$ cat src/rtl/run_ctrl_pkg.sv
// run_ctrl_pkg: shared types and constants for the run/debug sequencer.
//   cmd_op_e     - host command encoding (3 bits)
//   state_e      - sequencer state (INIT, HALTED, RUN, STEP)
//   halt_cause_e - reason the core last stopped (2 bits)
//   EBREAK_INSN  - RV32 EBREAK encoding that stops the core before retiring
package run_ctrl_pkg;

    typedef enum logic [2:0] {
        OP_NOP    = 3'd0,
        OP_HALT   = 3'd1,
        OP_RUN    = 3'd2,
        OP_STEP   = 3'd3,
        OP_SET_BP = 3'd4,
        OP_CLR_BP = 3'd5,
        OP_SET_PC = 3'd6,
        OP_RSVD   = 3'd7
    } cmd_op_e;

    typedef enum logic [1:0] {
        ST_INIT   = 2'd0,
        ST_HALTED = 2'd1,
        ST_RUN    = 2'd2,
        ST_STEP   = 2'd3
    } state_e;

    typedef enum logic [1:0] {
        CAUSE_RESET  = 2'd0,
        CAUSE_CMD    = 2'd1,
        CAUSE_BP     = 2'd2,
        CAUSE_EBREAK = 2'd3
    } halt_cause_e;

    localparam logic [31:0] EBREAK_INSN = 32'h0010_0073;

endpackage

$ cat src/rtl/run_ctrl.sv
// run_ctrl: run/debug sequencer for the single-cycle RISC-V core.
// Every architectural update of the core (PC advance, register write,
// data-memory write) is gated by core_en. The host halts, runs,
// single-steps, sets the PC and manages a breakpoint through a command port.
//
// Ports:
//   clk, rst          clock, asynchronous active-high reset
//   cmd_valid/ready   host command handshake
//   cmd_op, cmd_data  command opcode and operand (SET_BP / SET_PC)
//   pc_cur, instr     current PC and the instruction fetched there
//   core_en           1 = the current instruction retires this cycle
//   pc_load(_val)     force the core PC at the next edge
//   halted            core stopped (INIT or HALTED)
//   halt_cause        reason for the last stop (RESET/CMD/BP/EBREAK)
//   instret           retired-instruction counter (wraps)
//   dbg_state         current sequencer state, for observation
//
// Optional feature: define RUN_CTRL_BP_EN to build the breakpoint register.
// Without it SET_BP/CLR_BP are accepted but do nothing and BP never fires.
//
// Handshake: a command transfers on a rising edge where cmd_valid && cmd_ready.
// cmd_ready is a function of state and cmd_op only; the host holds cmd_op and
// cmd_data stable while cmd_valid is high and not yet accepted.
module run_ctrl
    import run_ctrl_pkg::*;
#(
    parameter int              XLEN     = 32,
    parameter logic [XLEN-1:0] RESET_PC = '0,
    parameter int              CNT_W    = 32
) (
    input  logic             clk,
    input  logic             rst,
    input  logic             cmd_valid,
    output logic             cmd_ready,
    input  logic [2:0]       cmd_op,
    input  logic [XLEN-1:0]  cmd_data,
    input  logic [XLEN-1:0]  pc_cur,
    input  logic [31:0]      instr,
    output logic             core_en,
    output logic             pc_load,
    output logic [XLEN-1:0]  pc_load_val,
    output logic             halted,
    output logic [1:0]       halt_cause,
    output logic [CNT_W-1:0] instret,
    output logic [1:0]       dbg_state
);

    state_e      state, state_nxt;
    halt_cause_e cause_q, cause_nxt;
    cmd_op_e     op;
    logic        resume;
    logic        resume_set;
    logic        bp_wr;
    logic        bp_clr;
    logic        active;
    logic        ebreak_hit;
    logic        bp_hit;

    assign op     = cmd_op_e'(cmd_op);
    assign active = (state == ST_RUN) || (state == ST_STEP);

    assign ebreak_hit = active && (instr == EBREAK_INSN);

`ifdef RUN_CTRL_BP_EN
    logic            bp_valid;
    logic [XLEN-1:0] bp_addr;

    // resume masks the breakpoint we just stopped at until one instruction
    // has retired, so RUN/STEP can move past it.
    assign bp_hit = active && bp_valid && (pc_cur == bp_addr) && !resume;

    always_ff @(posedge clk or posedge rst) begin
        if (rst) begin
            bp_valid <= 1'b0;
            bp_addr  <= '0;
        end else if (bp_wr) begin
            bp_valid <= 1'b1;
            bp_addr  <= cmd_data;
        end else if (bp_clr) begin
            bp_valid <= 1'b0;
        end
    end
`else
    logic unused_bp;
    assign bp_hit    = 1'b0;
    assign unused_bp = ^{pc_cur, bp_wr, bp_clr, resume};
`endif

    always_comb begin
        state_nxt   = state;
        cause_nxt   = cause_q;
        core_en     = 1'b0;
        cmd_ready   = 1'b0;
        pc_load     = 1'b0;
        pc_load_val = RESET_PC;
        halted      = 1'b0;
        resume_set  = 1'b0;
        bp_wr       = 1'b0;
        bp_clr      = 1'b0;
        case (state)
            ST_INIT: begin
                halted    = 1'b1;
                pc_load   = 1'b1;
                state_nxt = ST_HALTED;
            end
            ST_HALTED: begin
                halted    = 1'b1;
                cmd_ready = 1'b1;
                if (cmd_valid) begin
                    case (op)
                        OP_RUN: begin
                            state_nxt  = ST_RUN;
                            resume_set = 1'b1;
                        end
                        OP_STEP: begin
                            state_nxt  = ST_STEP;
                            resume_set = 1'b1;
                        end
                        OP_SET_PC: begin
                            pc_load     = 1'b1;
                            pc_load_val = cmd_data;
                        end
                        OP_SET_BP: bp_wr  = 1'b1;
                        OP_CLR_BP: bp_clr = 1'b1;
                        default: ;
                    endcase
                end
            end
            ST_RUN: begin
                // Only HALT is accepted while running; everything else stalls.
                cmd_ready = (op == OP_HALT);
                core_en   = !ebreak_hit && !bp_hit;
                if (ebreak_hit) begin
                    state_nxt = ST_HALTED;
                    cause_nxt = CAUSE_EBREAK;
                end else if (bp_hit) begin
                    state_nxt = ST_HALTED;
                    cause_nxt = CAUSE_BP;
                end else if (cmd_valid && (op == OP_HALT)) begin
                    state_nxt = ST_HALTED;
                    cause_nxt = CAUSE_CMD;
                end
            end
            ST_STEP: begin
                core_en   = !ebreak_hit && !bp_hit;
                state_nxt = ST_HALTED;
                if (ebreak_hit)  cause_nxt = CAUSE_EBREAK;
                else if (bp_hit) cause_nxt = CAUSE_BP;
                else             cause_nxt = CAUSE_CMD;
            end
            default: state_nxt = ST_INIT;
        endcase
    end

    always_ff @(posedge clk or posedge rst) begin
        if (rst) begin
            state   <= ST_INIT;
            cause_q <= CAUSE_RESET;
            instret <= '0;
            resume  <= 1'b0;
        end else begin
            state   <= state_nxt;
            cause_q <= cause_nxt;
            if (core_en) instret <= instret + {{(CNT_W-1){1'b0}}, 1'b1};
            if (resume_set)   resume <= 1'b1;
            else if (core_en) resume <= 1'b0;
        end
    end

    assign halt_cause = cause_q;
    assign dbg_state  = state;

endmodule

$ cat config.mk
export PLATFORM = sky130hd
export DESIGN_NAME = run_ctrl
export DESIGN_NICKNAME = d
export VERILOG_FILES = /design/src/rtl/run_ctrl_pkg.sv /design/src/rtl/run_ctrl.sv
export SDC_FILE = /design/constraint.sdc
export NUM_CORES = 1
export LEC_CHECK = 0
export ABC_AREA = 1
export BUFFER_PORTS_ARGS = -buffer_cell sky130_fd_sc_hd__clkbuf_2
export CORE_ASPECT_RATIO = 1.5
export CORE_UTILIZATION = 42
export CTS_BUF_LIST = sky130_fd_sc_hd__clkbuf_4 sky130_fd_sc_hd__clkbuf_8
export DETAILED_ROUTE_END_ITERATION = 10
export MAX_ROUTING_LAYER = met4
export PLACE_DENSITY = 0.8
export RECOVER_POWER = 50
export REMOVE_ABC_BUFFERS = 1
export SYNTH_ARGS = -nofsm -noshare
export SYNTH_HDL_FRONTEND = slang
export SYNTH_SLANG_ARGS = --single-unit
$ cat constraint.sdc
create_clock -name clk -period 1.8 [get_ports clk]
set_input_delay 0.18 -clock clk [delete_from_list [all_inputs] [get_ports clk]]
set_output_delay 0.18 -clock clk [all_outputs]
set_load 0.005 [all_outputs]
======== After elaboration in Yosys (flattened, before gate mapping) ========
Cells that the tools add are included.
cells by class
  multiplexer cells ....................... 17
  add/sub/neg operators ................... 1
  eq/ne operators ......................... 11
  bitwise logic cells ..................... 0
  reductions and logical operators ........ 11
  div/mod/pow operators ................... 0
  order comparisons ....................... 0
  $mul .................................... 0
  shift operators ......................... 0
operators by type and width
  kind                   count
  $mux 32                3
  $add 32x1->32 const B  1
  $eq 32x21->1 const B   1
  $mux 2                 5
  $pmux 2 s2             2
  $eq 3x2->1 const B     2
  $pmux 2 s3             1
  $reduce_or 2->1        3
  $eq 2x2->1 const B     2
  $mux 1                 4
  $pmux 1 s2             2
  $eq 3x1->1 const B     1
  $eq 3x3->1 const B     1
  $ne 3x1->1 const B     1
  $ne 3x2->1 const B     1
  $reduce_and 3->1       1
  $eq 2x1->1 const B     1
  $logic_and 1x1->1      2
  $logic_not 2->1        1
  $ne 2x2->1 const B     1
  $reduce_and 2->1       1
  $reduce_bool 2->1      1
  $logic_not 1->1        1
  $logic_or 1x1->1       1
storage, ports and cells
  logic and storage cells ................. 43
  memory bits (read-only) ................. 0
  input port bits ......................... 102
  bits in latches ......................... 0
  bits in registers ....................... 36
  output and inout bits ................... 72
  RAM bits ................................ 0
  memories ................................ 0

======== Depth between registers and ports, before layout ========
Gate-level depths: netlist (run 1).
  depth after elaboration ................. 5
  depth in mapped cells ................... 11
  mapped depth without buffers ............ 10

======== Worst setup path before layout (run 1) ========
OpenSTA, ideal clock, no wires.
  path type ............................... register to output
  start ................................... reg state[1], in the netlist dbg_state[1]
  end ..................................... out pc_load_val[10]
  cell stages (with the launch flop) ...... 8
  data required time ...................... 1.620 ns
  setup slack ............................. -0.013 ns
  arrival ................................. 1.633 ns
  cells stage by stage .................... dfrtp_1 -> inv_1 -> ha_1 -> inv_2 -> or4_4 -> buf_6 -> buf_12 -> nor2_4
on the way
  longest elaborated chain between the ends .. 2
ends and longest elaborated chain
  what                    RTL line         source
  start, declared         run_ctrl.sv:48   state_e state, state_nxt;
  start signal, assigned  run_ctrl.sv:162  state <= state_nxt;
  $eq 2x1->1              run_ctrl.sv:100  case (state)
  $mux 32                 run_ctrl.sv:100
  end, declared           run_ctrl.sv:41   output logic [XLEN-1:0] pc_load_val,
Every way passes these cells.

======== Worst setup path after layout (run 1) ========
  start ................................... reg state[1], in the netlist dbg_state[1]
  end ..................................... out pc_load_val[11]
The elaborated chain is that of the path after synthesis.

==> results of run 1 <==
## per-layer routing
| layer | wire [um] | part of all wire [%] | GRT usage, % | up-vias |
|---|---|---|---|---|
| met4 | 371 | 3.8 | 11.90 | 0 |
| met3 | 719 | 7.4 | 3.184 | 37 |
| met1 | 3552 | 37 | 25.96 | 1543 |
| met2 | 5008 | 52 | 46.06 | 155 |
| li1 | - | - | - | 1760 |
| met5 | 0 | 0 | - | - |
## synthesized netlist by cell type, drive strengths merged
library cell,count
a21boi,1
ha,5
o21ai,6
xor2,6
dfrtp,36
nor2,94
and2,1
nand4,2
nand3,6
or4,1
buf,9
clkbuf,1
inv,74
xnor2,9
nand2,222
nand3b,15
## final cells by class
cell class,instances,area [sq um]
well taps,100,125.1
fillers,647,2879
inverters,74,280.3
repair buffers,167,1018
flip-flops and latches,36,900.9
multi-input cells,368,1878
clock buffers,8,97.59
## worst register-to-register path, cell delays in order, from the launching register on
cell,delay (ps)
dfrtp_1,420
buf_4,160
buf_6,100
buf_6,120
ha_2,190
nor2_2,110
inv_2,50
nand2_2,90
inv_2,60
buf_12,130
buf_12,140
nand2_1,60
nand2_1,50
## worst min-delay path by stage
stage                   start                       end  slack, ps  cells after the start
floorplan                 rst  dbg_state[0]$_DFFE_PP0P_        350                      1
global placement          rst   instret[31]$_DFFE_PP0P_        290                      3
detailed placement        rst   instret[31]$_DFFE_PP0P_        300                      3
CTS                 cmd_op[1]  dbg_state[0]$_DFFE_PP0P_        290                      5
global route        cmd_op[0]  dbg_state[0]$_DFFE_PP0P_        340                      5
finish              cmd_op[0]  dbg_state[0]$_DFFE_PP0P_        310                      5
## flip-flops by register name, summed over array words and instances, names as in the netlist
signal      flops
instret        32
dbg_state       2
halt_cause      2
## kinds of logic (layout without fill, tap and decap cells)
logic type,count (synthesis),in the layout
adders and majority gates,5,5
and+or+nand+nor,341,341
AOI/OAI and AO/OA,7,7
xor gates and xnor gates,15,15
DFF,36,36
buffers and inverters,84,249
## per-stage QoR
| step | setup TNS, ps | area, sq um | util (%) |
|---|---|---|---|
| global route | -9366 | 4300 | 59.90 |
| detailed placement | -499.1 | 3968 | 55.26 |
| finish | -7789 | 4300 | 59.90 |
| floorplan | -12930 | 2999 | - |
| CTS | -6424 | 4200 | 58.50 |
| global placement | -92.94 | 3968 | 55.26 |
## timing repair
action	in CTS	in global routing
hold buffers	1	0
gates cloned	2	1
buffers inserted	3	6
setup endpoints to repair	34	67
gates resized for setup	11	28
pin swaps	2	9
endpoints found under the hold margin	7	0
## where the power goes
part | switching [W] | internal, W
sequential | 0.0000750 | 0.000877
clock | 0.000278 | 0.000342
combinational | 0.000941 | 0.000782
total | 0.00129 | 0.00200
==> impl_metrics.py, run 1 <==
metrics = {
    "run_status": {
        "status": "complete, but fails checks",
        "violations": "negative setup slack",
    },
    "yosys": {
        "synth_top_family_by_area": "simple AND/OR/NAND/NOR gates",
        "synth-adder-area-share_pct": 2.014,
        "synth_top_area_share_pct": 29.00,
        "synth-simple-area-share_pct": 51.15,
        "yosys_warnings": 0,
        "ys_seq_elements": 36,
        "synth_compound_area_share_pct": 1.208,
        "synth_top_cell_by_area": "dfrtp_1",
        "syn_area_per_cell_sq_um": 6.366,
        "synth_xor_area_share_pct": 4.229,
        "syn_inst": 488,
        "synthDistinctLibCells": 24,
        "synth_area_leaders": "dfrtp_1, nand2_1, nor2_4",
        "seq_area_frac_synth_pct": 29.00,
        "synthMuxAreaShare_pct": 0,
        "syn_area_sq_um": 3107,
    },
    "critical_path": {
        "worstSetupEndpointType": "output port",
        "start_kind": "flip-flop",
        "worst-setup-path-type": "flip-flop to output port",
        "cpPeakStageDelay_ps": 520,
        "path_buf_inv": 4,
        "rrSetupSlack_ps": 20,
        "cp.depth": 7,
        "r2r-end": "instret[25]$_DFFE_PP0P_",
        "timing.rr.start": "dbg_state[0]$_DFFE_PP0P_",
        "cp.required_ps": 1620,
        "endpoint": "pc_load_val[11]",
        "arrival_ps": 1880,
        "crit_fanout": 13,
        "crit_start": "dbg_state[1]$_DFFE_PP0P_",
        "cp_common_cell": "inv_2",
        "rr_worst_depth": 12,
        "cp_top_family": "simple AND/OR/NAND/NOR gates",
        "critPathSlowestCell": "or4_4",
        "path_cells": "inv_2 -> ha_4 -> inv_2 -> or4_4 -> buf_16 -> nor2_4 -> clkbuf_2",
    },
    "finish": {
        "drive_gt1_share_pct": 34.46,
        "final_cell_mix": "nand2_1, clkbuf_2, inv_1",
        "num-nets-final": 759,
        "syn_to_final_growth_pct": 38.42,
        "layoutNonFillerInstCount": 753,
        "final_common_cell": "nand2_1",
        "diodes": 0,
    },
    "clock_network": {
        "cts_sinks": 36,
        "tritoncts": "built",
        "insertion_delay_ps": 280,
        "clockBufferDepth": 2,
        "numCtsBuffers": 5,
        "clk_pin_slew_worst_paths_ps": 70,
        "cts_htree_levels": 2,
        "clockRootBuffer": "clkbuf_8",
    },
    "timing": {
        "max_slew_margin_pct": 38.86,
        "fin_worst_skew_ps": 4.109,
        "finalMaxSlewViolations": 0,
        "min_period_ps": 2056,
        "tightest_slew_ps": 917.1,
        "setup_viol": 35,
        "fmax_ghz": 0.4863,
        "grt_setup_unrepaired": "yes",
        "worst_slack_ps": -256.4,
        "finalHoldViolCount": 0,
        "whs_ps": 308.9,
        "fin_crit_sh_pct": 114.2,
    },
    "place": {
        "place.gp.congestion": 0.9824,
        "dpl.hpwl_um": 7215,
        "io_buffers": 141,
        "dp_slack_ps": -45.23,
        "dp_cells": 734,
    },
    "grt": {
        "first_global_vias": 3308,
        "grt_usage_pct": 25.11,
        "antenna_found_initial": 0,
        "grt_max_degree": 38,
        "grt_pass1_wl_um": 14640,
        "grt.overflow.total": 0,
    },
    "power_and_ir_drop": {
        "cellLeakagePower_nw": 2.406,
        "peakVddDrop_mv": 0.5059,
        "powerDensity_nw_per_um2": 766.1,
        "finalPower_w": 0.003295,
    },
    "route": {
        "drc_errors": 0,
        "routed_wl_um": 9652,
        "drtIter0Drc": 91,
        "vias": 3495,
        "dr.pass1.iters": 5,
        "routedWlPerCell_um": 12.82,
        "via_per_inst": 4.641,
        "ant_nets": 0,
    },
    "floorplanning": {
        "chipHeight_um": 107.3,
        "die_area_sq_um": 7752,
        "num_rows": 38,
        "io-pin-count": 174,
        "initial_core_util_pct": 43.27,
        "die_w_um": 72.23,
        "coreArea_sq_um": 7179,
    },
    "run": {
        "drv_cap": 0,
    },
    "worst_hold_path": {
        "hold_class": "primary input to flip-flop",
    },
}
Note: power is estimated with default switching activity, not from simulation.
==> inputs of run 2 (changes only) <==
SETUP_SLACK_MARGIN = 0.15   (was default)
SKIP_LAST_GASP = 1   (was default)
==> run 2 against run 1 <==
- the flow still finishes with violations (negative setup slack)
- critical path type unchanged
- non-clock buffer count grew 1
- first-iteration DRC count grew 7.7%
- sequential share of layout area down 0.079 points
- die area stayed put
- utilization increased by 0.23 points
- clock power increased by 1%
- cell area grew 0.38%
==> impl_metrics.py, run 2 (same netlist as run 1, synthesis figures left out) <==
metrics = {
    "critical_path": {
        "worst-setup-path-type": "flip-flop to output port",
        "cp.required_ps": 1620,
        "worstSetupEndpointType": "output port",
        "crit_fanout": 7,
        "start_kind": "flip-flop",
        "arrival_ps": 1870,
    },
    "grt": {
        "first_global_vias": 3308,
        "grt_max_degree": 38,
        "grt_usage_pct": 25.15,
        "antenna_found_initial": 0,
        "grt.overflow.total": 0,
        "grt_pass1_wl_um": 14670,
    },
    "floorplanning": {
        "chipHeight_um": 107.3,
        "io-pin-count": 174,
        "die_w_um": 72.23,
        "coreArea_sq_um": 7179,
        "die_area_sq_um": 7752,
        "initial_core_util_pct": 43.27,
        "num_rows": 38,
    },
    "timing": {
        "max_slew_margin_pct": 38.84,
        "worst_slack_ps": -248.4,
        "fin_crit_sh_pct": 113.8,
        "fmax_ghz": 0.4882,
        "finalMaxSlewViolations": 0,
        "finalHoldViolCount": 0,
        "tightest_slew_ps": 917.4,
        "min_period_ps": 2048,
        "setup_tns_ps": -7476,
        "grt_setup_unrepaired": "yes",
        "setup_viol": 35,
        "fin_worst_skew_ps": 3.889,
    },
    "finish": {
        "syn_to_final_growth_pct": 38.94,
        "layoutNonFillerInstCount": 754,
        "diodes": 0,
        "regArea_sq_um": 900.9,
        "final_common_cell": "nand2_1",
        "multiInputGateArea_sq_um": 1892,
        "largest_reg_flops": 32,
        "final_cell_mix": "nand2_1, clkbuf_2, inv_1",
        "top_register": "instret",
        "fillers": 658,
        "num-nets-final": 760,
        "drive_gt1_share_pct": 34.56,
    },
    "power_and_ir_drop": {
        "cellLeakagePower_nw": 2.400,
        "finalPower_w": 0.003341,
        "peakVddDrop_mv": 0.4762,
        "powerDensity_nw_per_um2": 773.9,
    },
    "route": {
        "drtIter0Drc": 98,
        "ant_nets": 0,
        "vias": 3462,
        "dr.pass1.iters": 4,
        "routedWlPerCell_um": 12.66,
        "routed_wl_um": 9542,
        "drc_errors": 0,
        "via_per_inst": 4.592,
    },
    "run_status": {
        "status": "complete, but fails checks",
        "violations": "negative setup slack",
    },
    "clock_network": {
        "cts_htree_levels": 2,
        "clockRootBuffer": "clkbuf_8",
        "numCtsBuffers": 5,
        "clockBufferDepth": 2,
        "insertion_delay_ps": 280,
        "clk_pin_slew_worst_paths_ps": 70,
        "cts_sinks": 36,
        "tritoncts": "built",
    },
    "place": {
        "dp_cells": 734,
        "place.gp.congestion": 0.9824,
        "dpl.hpwl_um": 7215,
        "io_buffers": 141,
        "dp_slack_ps": -45.23,
    },
    "run": {
        "drv_cap": 0,
    },
    "worst_hold_path": {
        "hold_class": "primary input to flip-flop",
    },
}
run 2: critical path, cell delays in order (launching register included):
cell	delay (ps)
dfrtp_1	390
inv_2	80
ha_4	130
inv_2	40
or4_4	520
clkbuf_16	230
nor2_4	80
clkbuf_2	110
run 2: stage by stage:
step	hold slack [ps]	area (sq um)	utilization (%)
2_1_floorplan	347.0	2999	-
3_3_place_gp	285.3	3968	55.26
3_5_place_dp	304.1	3968	55.26
4_1_cts	290.8	4214	58.70
5_1_grt	330.3	4317	60.13
6_report	305.2	4317	60.13
run 2: cell type report:
class                   instances  share of cell area, %
multi-input cells             368                  43.83
repair buffers                168                  23.59
inverters                      74                  6.551
well taps                     100                  2.899
flip-flops and latches         36                  20.87
clock buffers                   8                  2.261
run 2: power breakdown:
group,total [W],switching (W),internal [W]
combinational,0.00176,0.000953,0.000811
clock,0.000626,0.000283,0.000342
sequential,0.000951,0.0000742,0.000877
run 2: path summary, 6_finish.rpt:
kind	startpoint	end	slack, ps	cells past startpoint
hold / removal	cmd_op[0]	dbg_state[0]$_DFFE_PP0P_	310	5
setup / recovery	dbg_state[1]$_DFFE_PP0P_	pc_load_val[27]	-250	7
max in group asynchronous	rst	instret[5]$_DFFE_PP0P_	520	4
setup reg to reg	dbg_state[0]$_DFFE_PP0P_	instret[21]$_DFFE_PP0P_	150	11
hold reg to reg	halt_cause[1]$_DFFE_PP0P_	halt_cause[1]$_DFFE_PP0P_	480	2
min in group asynchronous	rst	instret[31]$_DFFE_PP0P_	710	4
run 2: routing by layer:
metal / vias to the layer above / wire (um) / global-route usage [%]
li1: 1761 / - / -
met1: 1522 / 3584 / 26.08
met2: 149 / 4890 / 46.06
met3: 30 / 677 / 3.184
met4: 0 / 390 / 11.90
met5: - / 0 / -
run 2: timing repair:
action,4_1_cts,5_1_grt
hold buffers,1,0
pin swaps,2,10
setup endpoints to repair,67,67
gates cloned,2,1
setup buffers,3,6
resized for setup,16,26
endpoints found under the hold margin,7,0
